File: config.mk
export PLATFORM = sky130hd
export DESIGN_NAME = npc_sequencer
export DESIGN_NICKNAME = d
export VERILOG_FILES = /design/src/rtl/npc_pkg.sv /design/src/rtl/npc_sequencer.sv
export SDC_FILE = /design/constraint.sdc
export NUM_CORES = 1
export LEC_CHECK = 0
export CAP_MARGIN = 20
export CORE_MARGIN = 2
export CORE_UTILIZATION = 53
export CTS_CLUSTER_SIZE = 28
export DETAILED_ROUTE_END_ITERATION = 7
export GPL_TIMING_DRIVEN = 0
export PLACE_DENSITY_LB_ADDON = 0.3
export REMOVE_ABC_BUFFERS = 1
export SYNTH_ARGS = -nofsm -noshare
export SYNTH_HDL_FRONTEND = slang
export SYNTH_SLANG_ARGS = --single-unit
File: constraint.sdc
create_clock -name clk -period 4.55 [get_ports clk]
set_clock_uncertainty 0.1 [all_clocks]
set_input_delay 0.6825 -clock clk [delete_from_list [all_inputs] [get_ports clk]]
set_output_delay 0.6825 -clock clk [all_outputs]
set_load 0.01 [all_outputs]
File: src/rtl/npc_pkg.sv
// Shared definitions for the next-PC sequencer and the CP0/exception logic
// that must agree on the reset and handler addresses.
package npc_pkg;

    typedef enum logic [1:0] {
        RUN   = 2'd0,
        PEND  = 2'd1,
        FLUSH = 2'd2
    } npc_state_e;

    // Word addresses [31:2]: byte 0x0000_3000 and byte 0x0000_1060.
    localparam logic [29:0] RESET_PC_DEFAULT   = 30'h00000C00;
    localparam logic [29:0] HANDLER_PC_DEFAULT = 30'h00000418;

endpackage

File: src/rtl/npc_sequencer.sv
// Fetch PC owner: arbitrates exception/ERET/branch redirects and honours the
// MIPS branch delay slot before steering IF to a branch target.
module npc_sequencer
    import npc_pkg::*;
#(
    parameter logic [29:0] RESET_PC   = RESET_PC_DEFAULT,
    parameter logic [29:0] HANDLER_PC = HANDLER_PC_DEFAULT
) (
    input  logic        clk,
    input  logic        reset,
    input  logic        stall,
    input  logic        fetch_ready,
    input  logic        id_redirect,
    input  logic [29:0] id_target,
    input  logic        exc_enter,
    input  logic        eret,
    input  logic [29:0] epc,
    output logic [29:0] pc_if,
    output logic        fetch_req,
    output logic        fetch_is_ds,
    output logic        flush_if
);

    npc_state_e  state_q, state_d;
    logic [29:0] pc_q, pc_d;
    logic [29:0] tgt_q, tgt_d;
    logic        accept;
    logic        trap;

    assign trap   = exc_enter | eret;
    // fetch_req depends only on registered state and stall, never on fetch_ready.
    assign fetch_req   = ~reset & ~stall & (state_q != FLUSH);
    assign accept      = fetch_req & fetch_ready;
    assign flush_if    = ~reset & trap;
    assign fetch_is_ds = ~reset & ((state_q == PEND) |
                         ((state_q == RUN) & id_redirect & ~trap));
    assign pc_if       = pc_q;

    always_comb begin
        // NOTE: every output of this block gets a default first so no path
        // leaves a value unassigned and infers a latch.
        state_d = state_q;
        pc_d    = pc_q;
        tgt_d   = tgt_q;
        if (exc_enter) begin
            pc_d    = HANDLER_PC;
            state_d = FLUSH;
            tgt_d   = '0;
        end else if (eret) begin
            pc_d    = epc;
            state_d = FLUSH;
            tgt_d   = '0;
        end else begin
            unique case (state_q)
                RUN: begin
                    if (id_redirect) begin
                        if (accept) begin
                            pc_d = id_target;
                        end else begin
                            tgt_d   = id_target;
                            state_d = PEND;
                        end
                    end else if (accept) begin
                        pc_d = pc_q + 30'd1;
                    end
                end
                // ID keeps presenting the same branch here, so id_redirect is ignored.
                PEND: begin
                    if (accept) begin
                        pc_d    = tgt_q;
                        state_d = RUN;
                    end
                end
                FLUSH: state_d = RUN;
                default: state_d = RUN;
            endcase
        end
    end

    always_ff @(posedge clk) begin
        // NOTE: state registers use non-blocking assignments so every flop
        // samples the pre-edge values regardless of statement order.
        if (reset) begin
            state_q <= RUN;
            pc_q    <= RESET_PC;
            tgt_q   <= '0;
        end else begin
            state_q <= state_d;
            pc_q    <= pc_d;
            tgt_q   <= tgt_d;
        end
    end

endmodule
After elaboration in Yosys (flattened, before gate mapping)
Index checks and enable logic that the tools add are counted.

Register bits after elaboration: 62. Input bits: 67. Output and inout port bits: 33. Word-level logic and storage cells: 53.

Add/subtract/negate cells: 1. Eq/ne operators: 11. Mux-type cells: 13. Bitwise logic cells: 13. Reduce and logical (&&, ||, !) cells: 10.

Operator list (number): $mux W30 (5); $pmux W30 S2 (1); $add A30 B1 Y30 const B (1); $ne A4 B4 Y1 const B (4); $reduce_and A3 Y1 (5); $mux W12 (1); $mux W2 (5); $ne A2 B2 Y1 const B (4); $and A1 B1 Y1 (7); $ne A3 B3 Y1 const B (2); $not A1 Y1 (4); $pmux W2 S2 (1); $reduce_bool A4 Y1 (1); $reduce_bool A3 Y1 (1); $reduce_or A3 Y1 (1); $eq A2 B1 Y1 const B (1); $logic_not A2 Y1 (1); $or A1 B1 Y1 (2); $reduce_or A2 Y1 (1).

Logic depth before layout (Yosys ltp)
Gate-level depths: netlist of run 1.

Word-level depth: 9. Gate-level depth with buffers: 8. Mapped depth without buffers: 6.

Least setup slack after synthesis of run 1
Ideal clock, no wire load.

Path type: input port to output port. Start: input port eret. End: output port fetch_is_ds. Arrival: 1567 ps. Required time: 3768 ps. Path slack: 2200 ps. Cell stages on the path: 5. Path buffers: 2. Cells stage by stage: clkbuf_1 > clkbuf_1 > nor2_1 > a21oi_1 > nor3_1.

Cells in the longest elaborated chain, start to end: 5.

Ends and longest elaborated chain: start: declaration (line npc_sequencer.sv:16) `input logic eret,`; $or A1 B1 Y1 (line npc_sequencer.sv:30) `assign trap = exc_enter | eret;`; $not A1 Y1 (line npc_sequencer.sv:36) `((state_q == RUN) & id_redirect & ~trap));`; $and A1 B1 Y1 (line npc_sequencer.sv:36); $or A1 B1 Y1 (line npc_sequencer.sv:35) `assign fetch_is_ds = ~reset & ((state_q == PEND) |`; $and A1 B1 Y1 (line npc_sequencer.sv:35); end: declaration (line npc_sequencer.sv:20) `output logic fetch_is_ds,`.

Every way passes these cells.

Worst setup path after layout of run 1
Start: input port id_redirect. End: register tgt_q[24].

Cells in the longest elaborated chain, start to end: 1.

Ends and longest elaborated chain: start: declaration (line npc_sequencer.sv:13) `input logic id_redirect,`; $reduce_and A3 Y1 (no source line); end signal: assignment (line npc_sequencer.sv:90) `tgt_q <= tgt_d;`; end: declaration (line npc_sequencer.sv:26) `logic [29:0] tgt_q, tgt_d;`.

Every way passes these cells. A chain may end at the register's enable or synchronous reset.

==> results of run 1 <==
[worst max-delay path: cells and delay by family]
| family | cells | cell delay, ns |
|---|---|---|
| buffers and inverters | 5 | 1.86 |
| AO/OA/AOI/OAI | 1 | 0.86 |
| multiplexers | 1 | 0.22 |
| AND/OR/NAND/NOR | 1 | 0.07 |
[power groups by stage]
stage / combinational [mW] / sequential [mW] / clock (mW)
6_report: 0.259 / 0.585 / 0.505
5_1_grt: 0.274 / 0.587 / 0.525
4_1_cts: 0.254 / 0.584 / 0.501
3_5_place_dp: 0.251 / 0.596 / 0
3_3_place_gp: 0.237 / 0.595 / 0
2_1_floorplan: 0.108 / 0.595 / 0
[state kept, by name (all words and copies together) (netlist names)]
| name | flops |
|---|---|
| tgt_q | 30 |
| state_q | 2 |
| pc_if | 30 |
[cells in the mapped netlist (all sizes together) (6+ instances only)]
library cell / count / area (um2)
clkbuf: 16 / 60.1
nand3: 24 / 140
o211ai: 12 / 90.1
a31oi: 10 / 62.6
nor3: 15 / 75.1
dfxtp: 62 / 1240
o22ai: 6 / 37.5
or3: 10 / 62.6
nor2: 59 / 224
buf: 17 / 119
mux2i: 35 / 350
and3: 11 / 68.8
o21ai: 24 / 120
nand4: 9 / 62.6
a21oi: 22 / 110
nand2: 38 / 143
xor2: 15 / 131
[metal layers]
layer,share of wire,up-vias,global-route usage
li1,-,1916,-
met1,0.40,2012,0.411
met2,0.47,279,0.531
met3,0.099,40,0.0379
met4,0.031,0,0.157
met5,0,-,0
[through the flow]
step,setup TNS (ns),instance area (um2)
3_5_place_dp,-1.06,4910
2_1_floorplan,0,3640
6_report,0,5130
4_1_cts,0,5110
5_1_grt,0,5130
3_3_place_gp,-85.70,4750
[worst paths after layout]
| kind | start | end | slack (ns) | depth (start not counted) |
|---|---|---|---|---|
| max reg2reg | state_q[1] | pc_if[22] | 1.90 | 4 |
| min reg2reg | tgt_q[7] | tgt_q[7] | 0.40 | 2 |
| max | id_redirect | tgt_q[24] | 0.98 | 8 |
| min | tgt_q[7] | tgt_q[7] | 0.40 | 2 |
[layout make-up]
type                            count  area share
Multi-Input combinational cell    368       0.467
Sequential cell                    62       0.242
Timing Repair Buffer              108       0.225
Clock buffer                       12      0.0303
Tap cell                           96      0.0234
Clock inverter                      4     0.00878
Inverter                            5     0.00366
[cell families after synthesis]
group / Yosys count
XOR/XNOR: 19
flip-flops: 62
adder cells (fa/ha/maj): 1
buffers and inverters: 39
multiplexers: 35
AND/OR/NAND/NOR: 190
AO/OA/AOI/OAI: 123
==> flow_summary.toml, run 1 <==
[run_status]
status = "finished clean"

[power_and_ir_drop]
power_density_nw_per_um2 = 263
p_sw_frac = 0.276
p_comb_frac = 0.192
p_int_uw = 977
ir_drop_mv = 0.174
p_total_mw = 1.35
switchingPower_uw = 372
p_seq_frac = 0.434
p_leak_nw = 1.85
clockPowerShare = 0.374

[logic_synthesis]
yosys.area_share.simple = 0.261
syn_area_um2 = 3830
synth-async-reset-ratio = 0
synthAdderAreaFrac = 0.00327
synthXorXnorAreaFrac = 0.0435
synth_compound_area_frac = 0.221
netlist_instances = 469
synth-seq-cells = 62
synth_top_family_by_area = "simple AND/OR/NAND/NOR gates"
synthFlopType = "dfxtp_1"
yosysSeqAreaShare = 0.324
muxShareOfSynthArea = 0.0915
synth.distinct_cells = 66
avgSynthCellArea_um2 = 8.16
synth_edf_count = 0
yosysWarnings = 0

[critical_path]
crit_path_start_kind = "primary input"
cp-end-kind = "flop"
path_max_fanout = 24
max_stage_delay_ns = 0.86
crit_top_cell = "buf_8"
arrival_ns = 3.71
path_cells = "clkdlybuf4s50_1 > buf_8 > clkinv_1 > a2111oi_4 > buf_8 > buf_6 > mux2i_1 > nor2_1"
critPathRequiredTime_ns = 4.69
crit_slowest_cell = "a2111oi_4"
worstSetupPathType = "primary input to flop"

[global_route]
grt_pass1_vias = 3982
antenna_found_initial = 0
gr-total-overflow = 0
grt_pass1_wl_um = 19400
grt_util_all_layers = 0.319
grt_max_degree = 32

[floorplan]
die-area_um2 = 7920
placementRows = 30
die_w_um = 89.0
die_h_um = 89.0
io_pins = 100
core-area_um2 = 6910
initial_core_util = 0.554

[clock_tree]
cts.sinks = 62
hold_buffers = 0
clk_latency_ns = 0.35
cts_tree = "done"
numCtsBuffers = 9
cts_setup_buffers = 0
cts_buffer_depth = 2
cts_resized = 0
htreeDepth = 3
cts-root-buf = "clkbuf_8"
clk_pin_slew_worst_paths_ns = 0.07

[place]
gp_congestion = 0.856
dp_slack_ns = -0.149
dp_hpwl_um = 8440
io_buffers = 99
dp.cells = 638

[sta]
setup_viol = 0
finalCriticalPeriod_ns = 3.57
min_period_over_period = 0.784
whs_ns = 0.399
slew_viol_final = 0
fmaxAchievable_mhz = 280
tightest_slew_ns = 1.17
hold_viol = 0
maxSlewHeadroom = 0.219
setup_slack_ns = 0.982
rsz0062_at_grt = "false"

[detailed_routing]
num_vias = 4247
drt_iter0_markers = 488
avgRoutedWirePerCell_um = 19.1
drtAntennaViolNets = 0
wl_um = 12500
drc = 0
via_per_inst = 6.48
dr.pass1.iters = 5

[finish]
drive_above_1_share = 0.0716
fin_nets = 622
diodes = 0
final_common_cell = "clkdlybuf4s50_1"
stdcell_count = 655
n_fill_cell = 547
finish.utilization = 0.742
layout_common_cells = "99 x clkdlybuf4s50_1, 62 x dfxtp_1, 57 x nor2_1"
syn2layout_area_growth_pct = 33.9
multi_input_area_um2 = 2390
register_area_um2 = 1240

[worst_hold_path]
worstHoldPathType = "flop to flop"

[job]
cap_violations = 0
Power figures use the tool's default switching activity.
==> inputs of run 2 (changes only) <==
--- a/config.mk
+++ b/config.mk
@@ -7,7 +7,7 @@
 export LEC_CHECK = 0
 export CAP_MARGIN = 20
 export CORE_MARGIN = 2
-export CORE_UTILIZATION = 53
+export CORE_UTILIZATION = 49
 export CTS_CLUSTER_SIZE = 28
 export DETAILED_ROUTE_END_ITERATION = 7
 export GPL_TIMING_DRIVEN = 0
==> constraint.sdc (replaced) <==
create_clock -name clk -period 3.3 [get_ports clk]
set_clock_uncertainty 0.1 [all_clocks]
set_input_delay 0.495 -clock clk [delete_from_list [all_inputs] [get_ports clk]]
set_output_delay 0.495 -clock clk [all_outputs]
set_load 0.01 [all_outputs]
==> run 2 against run 1 <==
Against the previous run: total power grew 45%; critical path depth shrank 1; utilization is 6.8 points lower; sequential share of layout area fell by 0.12 points; die area is 7.8% higher; critical path type unchanged; critical endpoint is now pc_if[25]; largest cell class unchanged; highest routed layer unchanged.
==> flow_summary.toml, run 2 (same netlist as run 1, synthesis figures left out) <==
[clock_tree]
numCtsBuffers = 9
hold_buffers = 0
cts.sinks = 62
htreeDepth = 3
cts_tree = "done"
clk_latency_ns = 0.36
cts_buffer_depth = 2
cts-root-buf = "clkbuf_8"
clk_pin_slew_worst_paths_ns = 0.07

[floorplan]
initial_core_util = 0.501
die-area_um2 = 8540
io_pins = 100
die_w_um = 92.4
die_h_um = 92.4
placementRows = 32
core-area_um2 = 7650

[finish]
final_common_cell = "clkdlybuf4s50_1"
diodes = 0
fin_area_um2 = 5150
drive_above_1_share = 0.0733
layout_common_cells = "98 x clkdlybuf4s50_1, 62 x dfxtp_1, 57 x nor2_1"
fin_nets = 622
syn2layout_area_growth_pct = 34.6

[sta]
min_period_over_period = 0.951
hold_viol = 0
setup_viol = 0
slew_viol_final = 0
tightest_slew_ns = 1.07
fmaxAchievable_mhz = 319
setup_slack_ns = 0.163
maxSlewHeadroom = 0.285
fin_setup_tns_ns = 0
rsz0062_at_grt = "false"
finalCriticalPeriod_ns = 3.14

[global_route]
grt_util_all_layers = 0.287
grt_max_degree = 32
gr-total-overflow = 0
grt_pass1_wl_um = 19200
grt_pass1_vias = 3853
antenna_found_initial = 0

[place]
dp_hpwl_um = 8370
gp_congestion = 0.837
dpl_cell_area_um2 = 4900
dp_slack_ns = -1.05
io_buffers = 99

[detailed_routing]
dr.pass1.iters = 5
drc = 0
via_per_inst = 6.26
num_vias = 4135
drt_iter0_markers = 397
avgRoutedWirePerCell_um = 18.7
drtAntennaViolNets = 0
wl_um = 12400

[power_and_ir_drop]
p_comb_frac = 0.179
power_density_nw_per_um2 = 379
p_seq_frac = 0.412
switchingPower_uw = 512
clockPowerShare = 0.409
p_sw_frac = 0.262
p_int_mw = 1.44
ir_drop_mv = 0.233
p_leak_nw = 1.86

[critical_path]
worstSetupPathType = "primary input to flop"
crit_path_start_kind = "primary input"
critPathRequiredTime_ns = 3.47
arrival_ns = 3.31
path_max_fanout = 31
cp-end-kind = "flop"

[job]
cap_violations = 0

[run_status]
status = "finished clean"

[worst_hold_path]
worstHoldPathType = "flop to flop"
## run 2: cell count changes in the layout (fill, tap and decap cells not counted), sizes merged
cell,change
clkdlybuf4s15,+1
clkdlybuf4s50,-1
clkinv,-2
clkbuf,+1
bufinv,+1
## run 2: power by group through the flow
stage | clock [mW] | sequential [mW] | combinational (mW)
global route | 0.841 | 0.808 | 0.373
floorplan | 0 | 0.821 | 0.148
CTS | 0.798 | 0.805 | 0.345
finish | 0.800 | 0.806 | 0.349
global placement | 0 | 0.820 | 0.328
detailed placement | 0 | 0.822 | 0.343
## run 2: area by class of cell
class | instances | area, um2
Timing Repair Buffer | 108 | 1140
Clock buffer | 13 | 169
Multi-Input combinational cell | 368 | 2390
Tap cell | 102 | 128
Sequential cell | 62 | 1240
Clock inverter | 3 | 65.1
Inverter | 5 | 20.0
Fill cell | 635 | 2490
## run 2: stage by stage
step           power [mW]  std cells  hold WS [ns]  utilization
3_3_place_gp         1.15        636         0.369        0.622
5_1_grt              2.02        661         0.420        0.674
6_report             1.96        661         0.399        0.674
2_1_floorplan       0.969        435         0.353            -
3_5_place_dp         1.16        644         0.384        0.641
4_1_cts              1.95        660         0.399        0.672
## run 2: per-layer routing
layer	routed length [um]	share of wire	vias up	track usage
li1	-	-	1928	-
met1	5250	0.42	1949	0.373
met2	5740	0.46	229	0.471
met3	1070	0.087	29	0.0496
met4	303	0.025	0	0.121
met5	0	0	-	0
## run 2: timing repair
item,in CTS,in global routing
setup buffers,0,0
setup endpoints to repair,39,0
gates resized for setup,3,0
## run 2: critical path, stage by stage
cell and delay (ns):
clkdlybuf4s50_1 0.65, buf_8 0.30, inv_1 0.79, nand3_2 0.38
or3_1 0.44, a21boi_1 0.13, o31ai_1 0.10
## run 2: worst paths after layout
path / start / end / slack (ns) / depth (start not counted)
setup reg to reg: state_q[1] / pc_if[29] / 0.77 / 4
hold / removal: tgt_q[10] / tgt_q[10] / 0.40 / 2
hold reg to reg: tgt_q[10] / tgt_q[10] / 0.40 / 2
setup / recovery: eret / pc_if[25] / 0.16 / 7
==> inputs of run 3 (changes only) <==
--- a/config.mk
+++ b/config.mk
@@ -7,10 +7,12 @@
 export LEC_CHECK = 0
 export CAP_MARGIN = 20
 export CORE_MARGIN = 2
-export CORE_UTILIZATION = 49
+export CORE_UTILIZATION = 51
+export CTS_BUF_LIST = sky130_fd_sc_hd__clkbuf_8
 export CTS_CLUSTER_SIZE = 28
 export DETAILED_ROUTE_END_ITERATION = 7
 export GPL_TIMING_DRIVEN = 0
+export HOLD_SLACK_MARGIN = 0.1
 export PLACE_DENSITY_LB_ADDON = 0.3
 export REMOVE_ABC_BUFFERS = 1
 export SYNTH_ARGS = -nofsm -noshare
==> run 3 against run 2 <==
Against the previous run: clock power down 14%; final cell count unchanged; total power down 5.1%; global-route usage up 1.3 points; clock-buffer cell count down 2; critical path type is now primary input to output port; first-iteration DRC count up 16%; wire length up 1.7%; sequential share of layout area down 0.13 points.
==> flow_summary.toml, run 3 (same netlist as run 1, synthesis figures left out) <==
[critical_path]
endpoint = "fetch_is_ds"
critPathRequiredTime_ns = 2.70
r2r_end = "pc_if[29]"
max_stage_delay_ns = 0.77
cp-end-kind = "output port"
path_max_fanout = 26
crit_path_start_kind = "primary input"
reg2reg_depth = 4
crit_slowest_cell = "clkdlybuf4s50_1"
path_cells = "clkdlybuf4s50_1 > buf_16 > nor2_1 > a21oi_1 > nor3_1 > clkdlybuf4s50_1"
r2r_start = "state_q[1]"
r2r_setup_slack_ns = 0.72
arrival_ns = 2.62
worstSetupPathType = "primary input to output port"
crit_path_start = "eret"
crit_top_cell = "clkdlybuf4s50_1"

[place]
dpl_cell_area_um2 = 4960
dp_slack_ns = -0.405
dp_hpwl_um = 8660
io_buffers = 99
gp_congestion = 0.828

[power_and_ir_drop]
p_seq_frac = 0.435
switchingPower_uw = 506
p_int_mw = 1.35
p_comb_frac = 0.195
ir_drop_mv = 0.225
p_sw_frac = 0.273
p_total_mw = 1.86
p_leak_nw = 1.87
power_density_nw_per_um2 = 358
clockPowerShare = 0.370

[global_route]
gr-total-overflow = 0
grt_util_all_layers = 0.300
grt_pass1_vias = 4058
grt_pass1_wl_um = 19900
grt_max_degree = 32
antenna_found_initial = 0

[worst_hold_path]
hold_depth = 2
min_from = "tgt_q[7]"
worstHoldPathType = "flop to flop"

[sta]
tightest_slew_ns = 1.07
hold_viol = 0
rsz0062_at_grt = "false"
maxSlewHeadroom = 0.287
setup_slack_ns = 0.0892
setup_viol = 0
min_period_over_period = 0.973
finalCriticalPeriod_ns = 3.21
slew_viol_final = 0
fmaxAchievable_mhz = 311

[finish]
register_area_um2 = 1240
fin_nets = 625
n_fill_cell = 583
layout_common_cells = "99 x clkdlybuf4s50_1, 62 x dfxtp_1, 57 x nor2_1"
multi_input_area_um2 = 2390
drive_above_1_share = 0.0765
syn2layout_area_growth_pct = 35.4
fin_area_um2 = 5180
diodes = 0
final_common_cell = "clkdlybuf4s50_1"

[detailed_routing]
route.met3.wl_um = 1220
via_per_inst = 6.35
drc = 0
routed.top_layer = "met4"
drtAntennaViolNets = 0
dr.pass1.iters = 7
num_vias = 4197
met1_length_um = 5110
dr_wl_met2_um = 5870
avgRoutedWirePerCell_um = 19.0
drt_iter0_markers = 462
wl_um = 12600

[clock_tree]
cts_buffer_depth = 2
clk_latency_ns = 0.34
numCtsBuffers = 9
cts.sinks = 62
cts-root-buf = "clkbuf_8"
hold_buffers = 0
htreeDepth = 3
cts_tree = "done"
clk_pin_slew_worst_paths_ns = 0.06

[floorplan]
die-area_um2 = 8220
placementRows = 31
die_w_um = 90.6
core-area_um2 = 7250
initial_core_util = 0.528
die_h_um = 90.6
io_pins = 100

[job]
cap_violations = 0

[run_status]
status = "finished clean"
==> run 3: cell types whose count changed in the layout (fill, tap and decap cells not counted), sizes merged <==
| cell | delta |
|---|---|
| bufinv | -1 |
| clkbuf | -2 |
| clkdlybuf4s15 | -1 |
| buf | +3 |
| inv | +1 |
| clkinvlp | +2 |
| clkdlybuf4s50 | +1 |
==> run 3: area by class of cell <==
cell class,instances,area share
Sequential cell,62,0.239
Multi-Input combinational cell,368,0.462
Inverter,5,0.00435
Clock buffer,11,0.0292
Tap cell,99,0.0239
Clock inverter,5,0.00966
Timing Repair Buffer,111,0.231
==> run 3: power by group through the flow <==
stage	clock network (mW)	registers, mW	logic (mW)
floorplan	0	0.821	0.148
global placement	0	0.820	0.329
detailed placement	0	0.822	0.353
global route	0.727	0.810	0.385
finish	0.686	0.807	0.362
CTS	0.688	0.806	0.358
==> run 3: timing repair <==
action                                 in CTS  in global routing
pin swaps                                   1                  0
buffers inserted                            2                  0
setup endpoints to repair                   9                  1
resized for setup                           0                  1
endpoints found under the hold margin       0                  0
==> run 3: metrics by stage <==
step / setup TNS, ns / hold slack [ns] / util / cells
2_1_floorplan: -22.95 / 0.353 / - / 435
3_3_place_gp: -132.02 / 0.370 / 0.655 / 633
3_5_place_dp: -6.87 / 0.383 / 0.684 / 643
4_1_cts: 0 / 0.399 / 0.714 / 661
5_1_grt: 0 / 0.417 / 0.715 / 661
6_report: 0 / 0.397 / 0.715 / 661
==> run 3: per-layer routing <==
metal / up-vias / track usage
li1: 1926 / -
met1: 1977 / 0.393
met2: 256 / 0.478
met3: 38 / 0.0476
met4: 0 / 0.147
met5: - / 0.0256
==> run 3: worst min path at each step <==
| stage | to | slack [ns] |
|---|---|---|
| after floorplan | tgt_q[20] | 0.35 |
| after global placement | tgt_q[7] | 0.37 |
| after detailed placement | tgt_q[2] | 0.38 |
| after CTS | tgt_q[10] | 0.40 |
| after global routing | tgt_q[6] | 0.42 |
| final | tgt_q[7] | 0.40 |
==> run 3: worst max-delay path: cells and delay by family <==
kind                   cells  cell delay, ns
AO/OA/AOI/OAI              1            0.09
AND/OR/NAND/NOR            2            0.34
buffers and inverters      3            1.68
